File: config.mk
export PLATFORM = sky130hd
export DESIGN_NAME = fetch_sequencer
export DESIGN_NICKNAME = d
export VERILOG_FILES = /design/src/rtl/fetch_sequencer_pkg.sv /design/src/rtl/fetch_tag_fifo.sv /design/src/rtl/fetch_sequencer.sv
export SDC_FILE = /design/constraint.sdc
export NUM_CORES = 1
export LEC_CHECK = 0
export CAP_MARGIN = 20
export CELL_PAD_IN_SITES_DETAIL_PLACEMENT = 0
export CELL_PAD_IN_SITES_GLOBAL_PLACEMENT = 1
export CORE_UTILIZATION = 25
export CTS_BUF_LIST = sky130_fd_sc_hd__clkbuf_8 sky130_fd_sc_hd__clkbuf_16
export DETAILED_ROUTE_END_ITERATION = 7
export PLACE_DENSITY = 0.79
export SLEW_MARGIN = 0
export SYNTH_ARGS = -nofsm -noshare
export SYNTH_HDL_FRONTEND = slang
export SYNTH_SLANG_ARGS = --single-unit
File: constraint.sdc
create_clock -name clock -period 5.3 [get_ports clock]
set_input_delay 1.325 -clock clock [delete_from_list [all_inputs] [get_ports clock]]
set_output_delay 1.325 -clock clock [all_outputs]
set_load 0.02 [all_outputs]
File: src/rtl/fetch_sequencer_pkg.sv
`default_nettype none
// ---------------------------------------------------------------------------
// fetch_sequencer_pkg : shared fetch types (packet, in-flight tag, FSM state)
// rev 1.0
// ---------------------------------------------------------------------------
`ifndef IB_PUSH_WIDTH
`define IB_PUSH_WIDTH 4
`endif
`ifndef IB_SZ
`define IB_SZ 16
`endif
`ifndef IB_IDX_BITS
`define IB_IDX_BITS 4
`endif

package fetch_sequencer_pkg;

   localparam int TAG_EPOCH_W = 8;
   localparam int TAG_COUNT_W = 8;

   typedef struct packed {
      logic        valid;
      logic [31:0] pc;
      logic [31:0] inst;
   } FETCH_PACKET;

   typedef struct packed {
      logic [TAG_EPOCH_W-1:0] epoch;
      logic [TAG_COUNT_W-1:0] count;
      logic [31:0]            addr;
   } FETCH_TAG;

   typedef enum logic [0:0] {
      FS_FETCH = 1'b0,
      FS_HALT  = 1'b1
   } fetch_state_e;

   function automatic logic [31:0] lane_pc(input logic [31:0] base, input int lane);
      return base + 32'(4 * lane);
   endfunction

endpackage
`default_nettype wire

File: src/rtl/fetch_tag_fifo.sv
`default_nettype none
// ---------------------------------------------------------------------------
// fetch_tag_fifo : in-order tag FIFO tracking in-flight icache requests
// rev 1.0
// ---------------------------------------------------------------------------
module fetch_tag_fifo #(
   parameter int DEPTH = 2,
   parameter int WIDTH = 48
) (
   input  logic                           clock,
   input  logic                           reset,
   input  logic                           push,
   input  logic [WIDTH-1:0]               push_data,
   input  logic                           pop,
   output logic [WIDTH-1:0]               head,
   output logic                           full,
   output logic                           empty,
   output logic [$clog2(DEPTH+1)-1:0]     count
);

   localparam int PTR_W = (DEPTH > 1) ? $clog2(DEPTH) : 1;
   localparam int CNT_W = $clog2(DEPTH + 1);

   logic [WIDTH-1:0] mem [DEPTH];
   logic [PTR_W-1:0] rd_ptr;
   logic [PTR_W-1:0] wr_ptr;
   logic [CNT_W-1:0] used;
   logic             do_push;
   logic             do_pop;

   function automatic logic [PTR_W-1:0] next_ptr(input logic [PTR_W-1:0] p);
      return (32'(p) == 32'(DEPTH - 1)) ? '0 : p + PTR_W'(1);
   endfunction

   assign full    = (32'(used) == 32'(DEPTH));
   assign empty   = (used == '0);
   assign count   = used;
   assign head    = mem[rd_ptr];
   assign do_pop  = pop && !empty;
   // a push into a full FIFO is legal only when the head leaves the same cycle
   assign do_push = push && (!full || do_pop);

   always_ff @(posedge clock) begin
      if (reset) begin
         rd_ptr <= '0;
         wr_ptr <= '0;
         used   <= '0;
      end else begin
         if (do_push) wr_ptr <= next_ptr(wr_ptr);
         if (do_pop)  rd_ptr <= next_ptr(rd_ptr);
         if (do_push && !do_pop)      used <= used + CNT_W'(1);
         else if (do_pop && !do_push) used <= used - CNT_W'(1);
      end
   end

   always_ff @(posedge clock) begin
      if (do_push) mem[wr_ptr] <= push_data;
   end

endmodule
`default_nettype wire

File: src/rtl/fetch_sequencer.sv
`default_nettype none
// ---------------------------------------------------------------------------
// fetch_sequencer : credit-checked icache fetch issue with epoch-tagged redirect
// rev 1.0
// ---------------------------------------------------------------------------
module fetch_sequencer
   import fetch_sequencer_pkg::*;
#(
   parameter int          PUSH_W   = `IB_PUSH_WIDTH,
   parameter int          IB_DEPTH = `IB_SZ,
   parameter int          MAX_OUT  = 2,
   parameter logic [31:0] RESET_PC = 32'h0
) (
   input  logic                            clock,
   input  logic                            reset,
   input  logic                            redirect_valid,
   input  logic [31:0]                     redirect_pc,
   input  logic                            halt,
   input  logic [`IB_IDX_BITS:0]           ib_available_slots,
   output logic                            icache_req_valid,
   output logic [31:0]                     icache_req_addr,
   output logic [$clog2(PUSH_W+1)-1:0]     icache_req_count,
   input  logic                            icache_req_ready,
   input  logic                            icache_rsp_valid,
   input  logic [PUSH_W-1:0][31:0]         icache_rsp_inst,
   output FETCH_PACKET [PUSH_W-1:0]        ib_push,
   output logic [$clog2(MAX_OUT+1)-1:0]    outstanding
);

   localparam int CNT_W   = $clog2(PUSH_W + 1);
   localparam int OUT_W   = $clog2(MAX_OUT + 1);
   localparam int EPOCH_W = $clog2(MAX_OUT) + 1;
   localparam int OFF_W   = $clog2(PUSH_W);
   localparam int RES_W   = $clog2(IB_DEPTH + PUSH_W + 1);

   fetch_state_e       state;
   fetch_state_e       state_next;
   logic [31:0]        pc;
   logic [EPOCH_W-1:0] epoch;
   logic [RES_W-1:0]   reserved;
   logic [RES_W-1:0]   reserved_next;

   logic [31:0]        pc_offset;
   logic [CNT_W-1:0]   req_count;
   logic               credit_ok;
   logic               req_valid;
   logic               handshake;
   logic               rsp_pop;
   logic               rsp_live;
   FETCH_TAG           push_tag;
   FETCH_TAG           head_tag;
   logic               fifo_full;
   logic               fifo_empty;
   logic [OUT_W-1:0]   fifo_count;

   generate
      if (OFF_W > 0) begin : g_offset
         assign pc_offset = 32'(pc[2 +: OFF_W]);
      end else begin : g_no_offset
         assign pc_offset = '0;
      end
   endgenerate

   // requests stop at the PUSH_W-word block boundary
   assign req_count = CNT_W'(32'(PUSH_W) - pc_offset);
   assign credit_ok = 32'(ib_available_slots) >= 32'(reserved) + 32'(req_count);
   assign req_valid = !reset && (state == FS_FETCH) && !redirect_valid && !fifo_full && credit_ok;
   assign handshake = req_valid && icache_req_ready;

   assign rsp_pop  = icache_rsp_valid && !fifo_empty;
   assign rsp_live = rsp_pop && !reset && !redirect_valid && (head_tag.epoch == TAG_EPOCH_W'(epoch));

   assign icache_req_valid = req_valid;
   assign icache_req_addr  = pc;
   assign icache_req_count = req_count;
   assign outstanding      = reset ? '0 : fifo_count;

   always_comb begin
      push_tag       = '0;
      push_tag.epoch = TAG_EPOCH_W'(epoch);
      push_tag.count = TAG_COUNT_W'(req_count);
      push_tag.addr  = pc;
   end

   fetch_tag_fifo #(
      .DEPTH (MAX_OUT),
      .WIDTH ($bits(FETCH_TAG))
   ) u_tag_fifo (
      .clock     (clock),
      .reset     (reset),
      .push      (handshake),
      .push_data (push_tag),
      .pop       (rsp_pop),
      .head      (head_tag),
      .full      (fifo_full),
      .empty     (fifo_empty),
      .count     (fifo_count)
   );

   always_comb begin
      ib_push = '0;
      if (rsp_live) begin
         for (int i = 0; i < PUSH_W; i++) begin
            if (i < int'(head_tag.count)) begin
               ib_push[i].valid = 1'b1;
               ib_push[i].pc    = lane_pc(head_tag.addr, i);
               ib_push[i].inst  = icache_rsp_inst[i];
            end
         end
      end
   end

   always_comb begin
      reserved_next = reserved;
      if (handshake) reserved_next = reserved_next + RES_W'(req_count);
      if (rsp_live)  reserved_next = reserved_next - RES_W'(head_tag.count);
      // everything in flight belongs to the old epoch after a redirect
      if (redirect_valid) reserved_next = '0;
   end

   always_comb begin
      state_next = state;
      case (state)
         FS_FETCH: if (halt) state_next = FS_HALT;
         FS_HALT:  state_next = FS_HALT;
         default:  state_next = FS_FETCH;
      endcase
      if (redirect_valid) state_next = FS_FETCH;
   end

   always_ff @(posedge clock) begin
      if (reset) begin
         state    <= FS_FETCH;
         pc       <= RESET_PC;
         epoch    <= '0;
         reserved <= '0;
      end else begin
         state    <= state_next;
         reserved <= reserved_next;
         if (redirect_valid) begin
            pc    <= redirect_pc & 32'hFFFF_FFFC;
            epoch <= epoch + EPOCH_W'(1);
         end else if (handshake) begin
            pc <= pc + (32'(req_count) << 2);
         end
      end
   end

   rsp_needs_tag: assert property (@(posedge clock) disable iff (reset)
                                   icache_rsp_valid |-> !fifo_empty);

endmodule
`default_nettype wire

# Yosys cells after proc, flatten, opt, wreduce, memory -nomap -nowiden

Memories as Yosys holds them, arrays and structs flattened. A register that Yosys moved wholly into a read port is not among the register bits.
Index checks and enable logic that the tools add are counted.

Register bits: 44
Bits in writable memories: 74
Input bits: 171
Output and inout bits: 298
Word-level logic and storage cells: 74
Memories: 1

Memories:

| name           | depth | width | rd ports | clocked after Yosys merged registers in | write ports | line                 | source |
|---|---|---|---|---|---|---|---|
| u_tag_fifo.mem | 2     | 37    | 1        | 1                                       | 1           | fetch_tag_fifo.sv:24 | `logic [WIDTH-1:0] mem [DEPTH];` |

Add/sub/neg operators: 13
Magnitude comparators: 5
Equal/unequal tests: 2
Muxes and demuxes: 20
Bitwise logic cells: 1
Reductions and logical operators: 24

Operators by type and width:

| kind                                                      | number |
|---|---|
| 2-to-1 mux 260 bit                                        | 1 |
| 2-to-1 mux 65 bit                                         | 4 |
| adder 32 x 4 -> 32 bit, second input constant             | 2 |
| 2-to-1 mux 32 bit                                         | 2 |
| adder 32 x 3 -> 32 bit, second input constant             | 1 |
| adder 32 x 5 -> 32 bit                                    | 1 |
| less-than comparator 1 x 8 -> 1 bit, first input constant | 2 |
| less-than comparator 2 x 8 -> 1 bit, first input constant | 2 |
| logical AND 1 bit                                         | 13 |
| 2-to-1 mux 5 bit                                          | 2 |
| == test 8 x 2 -> 1 bit                                    | 1 |
| 2-to-1 mux 1 bit                                          | 7 |
| adder 5 x 3 -> 6 bit                                      | 1 |
| greater-or-equal comparator 5 x 6 -> 1 bit                | 1 |
| logical NOT 1 bit                                         | 6 |
| 2-to-1 mux 2 bit                                          | 3 |
| adder 5 x 3 -> 5 bit                                      | 1 |
| subtractor 5 bit                                          | 1 |
| adder 2 x 1 -> 2 bit, second input constant               | 2 |
| nonzero test 2 bit                                        | 2 |
| subtractor 3 x 2 -> 3 bit, first input constant           | 1 |
| adder 1 bit, second input constant                        | 2 |
| == test 2 bit, second input constant                      | 1 |
| logical NOT 2 bit                                         | 1 |
| 5 further kinds                                           | 5 |

# Depth between registers and ports, before layout

Depth in word-level cells: 11
Mapped depth: 21

# Modules after synthesis

Synthesis repeated with hierarchy kept, for this count alone.

Cells, all modules: 1074
Area total of the unflattened synthesis: 9524.1 um^2

By module, submodules not included:

| module          | instances | cells an instance | area an instance (um^2) |
|---|---|---|---|
| fetch_sequencer | 1         | 900               | 5838.1 |
| fetch_tag_fifo  | 1         | 174               | 3686.0 |

# Worst setup path after synthesis

No wires, ideal clock.

Path type: reg2reg
From: register pc[2], in the netlist icache_req_addr[2]
To: memory u_tag_fifo.mem[0][10] in the netlist's numbering (enable)
Setup time: 0.425 ns
Arrival time: 5.076 ns
Slack: -0.202 ns
Cell stages (with the launch flop): 16
Path buffers: 3
Period minus slack after synthesis: 5.502 ns
Cell sequence: dfxtp_1 -> inv_1 -> ha_1 -> ha_1 -> a21oi_1 -> or3b_2 -> nand3_1 -> xnor2_1 -> ha_1 -> nand2_1 -> o21a_1 -> or3_1 -> buf_6 -> clkbuf_1 -> clkbuf_1 -> nor2_1

Longest elaborated chain between the ends: 8

Ends and longest elaborated chain:

| item                                       | line                   | source |
|---|---|---|
| from (decl)                                | fetch_sequencer.sv:38  | `logic [31:0] pc;` |
| from (signal assigned)                     | fetch_sequencer.sv:141 | `pc <= redirect_pc & 32'hFFFF_FFFC;` |
| from (signal assigned)                     | fetch_sequencer.sv:144 | `pc <= pc + (32'(req_count) << 2);` |
| subtractor 3 x 2 -> 3 bit                  | fetch_sequencer.sv:65  | `assign req_count = CNT_W'(32'(PUSH_W) - pc_offset);` |
| named net icache_req_count[1]              | fetch_sequencer.sv:22  | `output logic [$clog2(PUSH_W+1)-1:0] icache_req_count,` |
| adder 5 x 3 -> 6 bit                       | fetch_sequencer.sv:66  | `assign credit_ok = 32'(ib_available_slots) >= 32'(reserved) + 32'(req_count);` |
| greater-or-equal comparator 5 x 6 -> 1 bit | fetch_sequencer.sv:66  |  |
| logical AND 1 bit                          | fetch_sequencer.sv:67  | `assign req_valid = !reset && (state == FS_FETCH) && !redirect_valid && !fifo_full && credit_ok;` |
| logical AND 1 bit                          | fetch_sequencer.sv:68  | `assign handshake = req_valid && icache_req_ready;` |
| logical AND 1 bit                          | fetch_tag_fifo.sv:41   | `assign do_push = push && (!full \|\| do_pop);` |
| 2-to-1 mux 1 bit                           | fetch_tag_fifo.sv:57   | `if (do_push) mem[wr_ptr] <= push_data;` |
| 2-to-1 mux 1 bit (implied by the code)     | fetch_tag_fifo.sv:57   |  |
| to (decl)                                  | fetch_tag_fifo.sv:24   |  |

The timed path passes the listed nets, and every way through them passes these cells.

==> impl_metrics.py <==
metrics = {
    "status": {
        "outcome": "completed",
    },
    "logic_synthesis": {
        "ys_top_cells_by_area": "edfxtp_1, and2_1, dfxtp_1",
        "synth.avg_cell_area_um2": 8.18,
        "synthArstFlopShare_pct": 0,
        "synth_top_cell_by_area": "edfxtp_1",
        "synth_edf_count": 68,
        "synth_adder_area_share_pct": 3.19,
        "syn_area_um2": 8310,
        "synthXorXnorAreaFrac_pct": 10.9,
        "yosys.cell_types.count": 60,
        "synth_top_family_by_area": "simple AND/OR/NAND/NOR gates",
        "syn_inst": 1016,
        "synth-compound-area-share_pct": 8.43,
        "synth_ff_type": "edfxtp_1",
        "synthSimpleGateAreaFrac_pct": 33.0,
        "synth_warnings": 0,
        "synth_seq_cells": 111,
        "ys_seq_area_share_pct": 34.9,
        "synth_mux_area_share_pct": 4.50,
        "synth_top_cell_area_share_pct": 24.6,
    },
    "grt": {
        "track_usage_pct": 20.4,
        "antenna_found_initial": 3,
        "overflow": 0,
        "grt_pass1_vias": 8327,
        "grt_pass1_wl_um": 51800,
        "grt_max_degree": 46,
    },
    "detailed_routing": {
        "vias_per_cell": 4.62,
        "drt-pass1-iter-count": 5,
        "route.vias.total": 8891,
        "ant_nets": 0,
        "post_drt_wl_per_cell_um": 18.8,
        "routed_wl_um": 36200,
        "drt_iter0_markers": 518,
        "route.detailed.drc": 0,
    },
    "floorplan": {
        "core_um2": 32600,
        "rows": 66,
        "dieWidth_um": 184,
        "die-area_um2": 34000,
        "die_h_um": 184,
        "start_util_pct": 25.5,
        "ios": 469,
    },
    "power_and_ir_drop": {
        "pwr_density_cell_nw_per_um2": 203,
        "ir_drop_uv": 168,
        "power_leakage_nw": 6.28,
    },
    "timing": {
        "fin_crit_sh_pct": 99.3,
        "setup_slack_ns": 0.0396,
        "timing.fmax_mhz": 190,
        "finalHoldViolations": 0,
        "worst_pin_slew_ns": 0.888,
        "finalSetupViolCount": 0,
        "skew_ns": 0.0100,
        "slew_headroom_pct": 40.2,
        "fin_crit_ns": 5.26,
        "fin_setup_tns_ns": 0,
        "slew_violations": 0,
    },
    "clock_tree": {
        "cts-resized-gates": 157,
        "root_buffer": "clkbuf_16",
        "worstSkewPairLatency_ns": 0.36,
        "clk_path_buf_depth": 2,
        "cts_tree": "built",
        "post_cts_buffers": 0,
        "cts_made_buffers": 9,
        "clkTransAtPathRegs_ns": 0.08,
        "clock-sinks": 111,
        "htreeDepth": 3,
        "cts_hold_buf": 0,
    },
    "critical_path": {
        "slowest_stage": "or4_4",
        "start_kind": "primary input",
        "r2r_start": "icache_req_addr[3]$_SDFFE_PP0P_",
        "crit_path_start": "redirect_valid",
        "critical_path.most_common_cell": "clkdlybuf4s50_1",
        "path_class": "primary input to primary output",
        "arrival_ns": 3.94,
        "cp.required_ns": 3.97,
        "crit_chain": "clkdlybuf4s50_1, or2_1, or4_4, or2_4, buf_4, nor2_1, clkdlybuf4s50_1",
        "worstPathMaxFanout": 17,
        "cpPeakStageDelay_ns": 0.61,
        "crit_path_end_kind": "primary output",
    },
    "worst_hold_path": {
        "worstHoldPathType": "flip-flop to flip-flop",
        "worstHoldStart": "state$_SDFF_PP0_",
    },
    "placed_design": {
        "place_inst": 1905,
        "dp_hpwl_um": 29900,
        "post-place-ws_ns": -0.458,
        "gp_congestion": 0.867,
        "io_buffers": 456,
        "place_area_um2": 13600,
    },
    "finish": {
        "drive_gt1_share_pct": 6.63,
        "layoutNonFillerInstCount": 1925,
        "area_delta_synth_final_pct": 65.6,
        "final_nets": 1665,
        "finalInstanceArea_um2": 13800,
    },
    "job": {
        "drv_cap": 0,
    },
}
==> metrics by stage <==
stage	total power [mW]	hold WS [ns]	util, %
after floorplan	1.68	0.462	-
after global placement	2.14	0.483	41.6
after detailed placement	2.15	0.496	41.6
after CTS	2.81	0.507	42.0
after global routing	2.93	0.531	42.2
final	2.79	0.504	42.2
==> metal layers <==
metal	GRT usage, %	share of wire (%)	up-vias
met5	0	0	-
met3	3.12	6.5	41
met4	6.13	2.1	0
met2	34.0	48	339
met1	27.0	44	4158
li1	-	-	4353
==> cells in the final DEF, fill, tap and decap left out, types with 4 or more instances in the layout <==
| cell | count |
|---|---|
| clkdlybuf4s50_1 | 261 |
| nor2_1 | 188 |
| dlygate4sd2_1 | 148 |
| and2_1 | 138 |
| nand2_1 | 73 |
| edfxtp_1 | 68 |
| xor2_1 | 57 |
| buf_4 | 57 |
| xnor2_1 | 46 |
| dfxtp_1 | 42 |
| a21oi_1 | 37 |
| mux2i_1 | 34 |
| dlymetal6s2s_1 | 26 |
| nand3_1 | 25 |
| inv_1 | 23 |
| nor3_1 | 22 |
| ha_1 | 18 |
| o21ai_0 | 16 |
| a31oi_1 | 12 |
| nand3b_1 | 12 |
| nor2b_1 | 12 |
| nor4_1 | 11 |
| or3_1 | 10 |
| and3_1 | 10 |
| a211oi_1 | 10 |
| conb_1 | 10 |
| nand4_1 | 9 |
| clkbuf_16 | 9 |
| buf_12 | 8 |
| or4_1 | 6 |
| or2_2 | 5 |
| diode_2 | 4 |
| nand2b_1 | 4 |
| a21o_1 | 4 |
| clkdlybuf4s15_1 | 4 |
==> cells by family (layout without fill, tap and decap cells) <==
group / Yosys count / in the layout
xor gates and xnor gates: 103 / 103
buffers and inverters: 92 / 546
adders and majority gates: 20 / 20
other: 1 / 14
and+or+nand+nor: 543 / 543
AOI/OAI and AO/OA: 109 / 109
muxes: 37 / 37
DFF: 111 / 111
==> path summary, 6_finish.rpt <==
check	slack, ns	to	cells past startpoint
hold / removal	0.50	state$_SDFF_PP0_	2
setup / recovery	0.04	ib_push[183]	7
setup reg to reg	0.31	reserved[4]$_SDFF_PP0_	19
hold reg to reg	0.50	state$_SDFF_PP0_	2
==> area by class of cell <==
class	count	area, um2
repair buffers	505	4870
diodes	4	10.0
flip-flops and latches	111	2900
clock inverters	7	68.8
multi-input cells	822	5030
inverters	25	97.6
well taps	442	553
clock buffers	9	225
fillers	3327	18900
==> report_power, final <==
part	total [mW]	internal, mW	switching (mW)
registers	1.02	0.961	0.0622
logic	1.10	0.491	0.609
clock network	0.672	0.334	0.337
==> flip-flops by register name, indices dropped and copies added, names as in the netlist, named ones only <==
signal	count
u_tag_fifo.mem	68
icache_req_addr	30
reserved	5
epoch	2
u_tag_fifo.count	2
state	1
u_tag_fifo.rd_ptr	1
u_tag_fifo.wr_ptr	1
==> synthesized netlist by cell type, types with 12 or more instances <==
cell type	instances
nand2_1	73
mux2i_1	34
ha_1	18
dfxtp_1	43
inv_1	24
edfxtp_1	68
nor3_1	22
xnor2_1	46
nor2b_1	12
clkbuf_1	42
nor2_1	189
a21oi_1	37
nand3b_1	12
and2_1	138
xor2_1	57
nand3_1	25
o21ai_0	16
a31oi_1	12
==> critical path, delay by kind of cell <==
family | cells | cell delay, ns
and+or+nand+nor | 4 | 1.35
buffers and inverters | 3 | 1.25
Note: power is estimated with default switching activity, not from simulation.
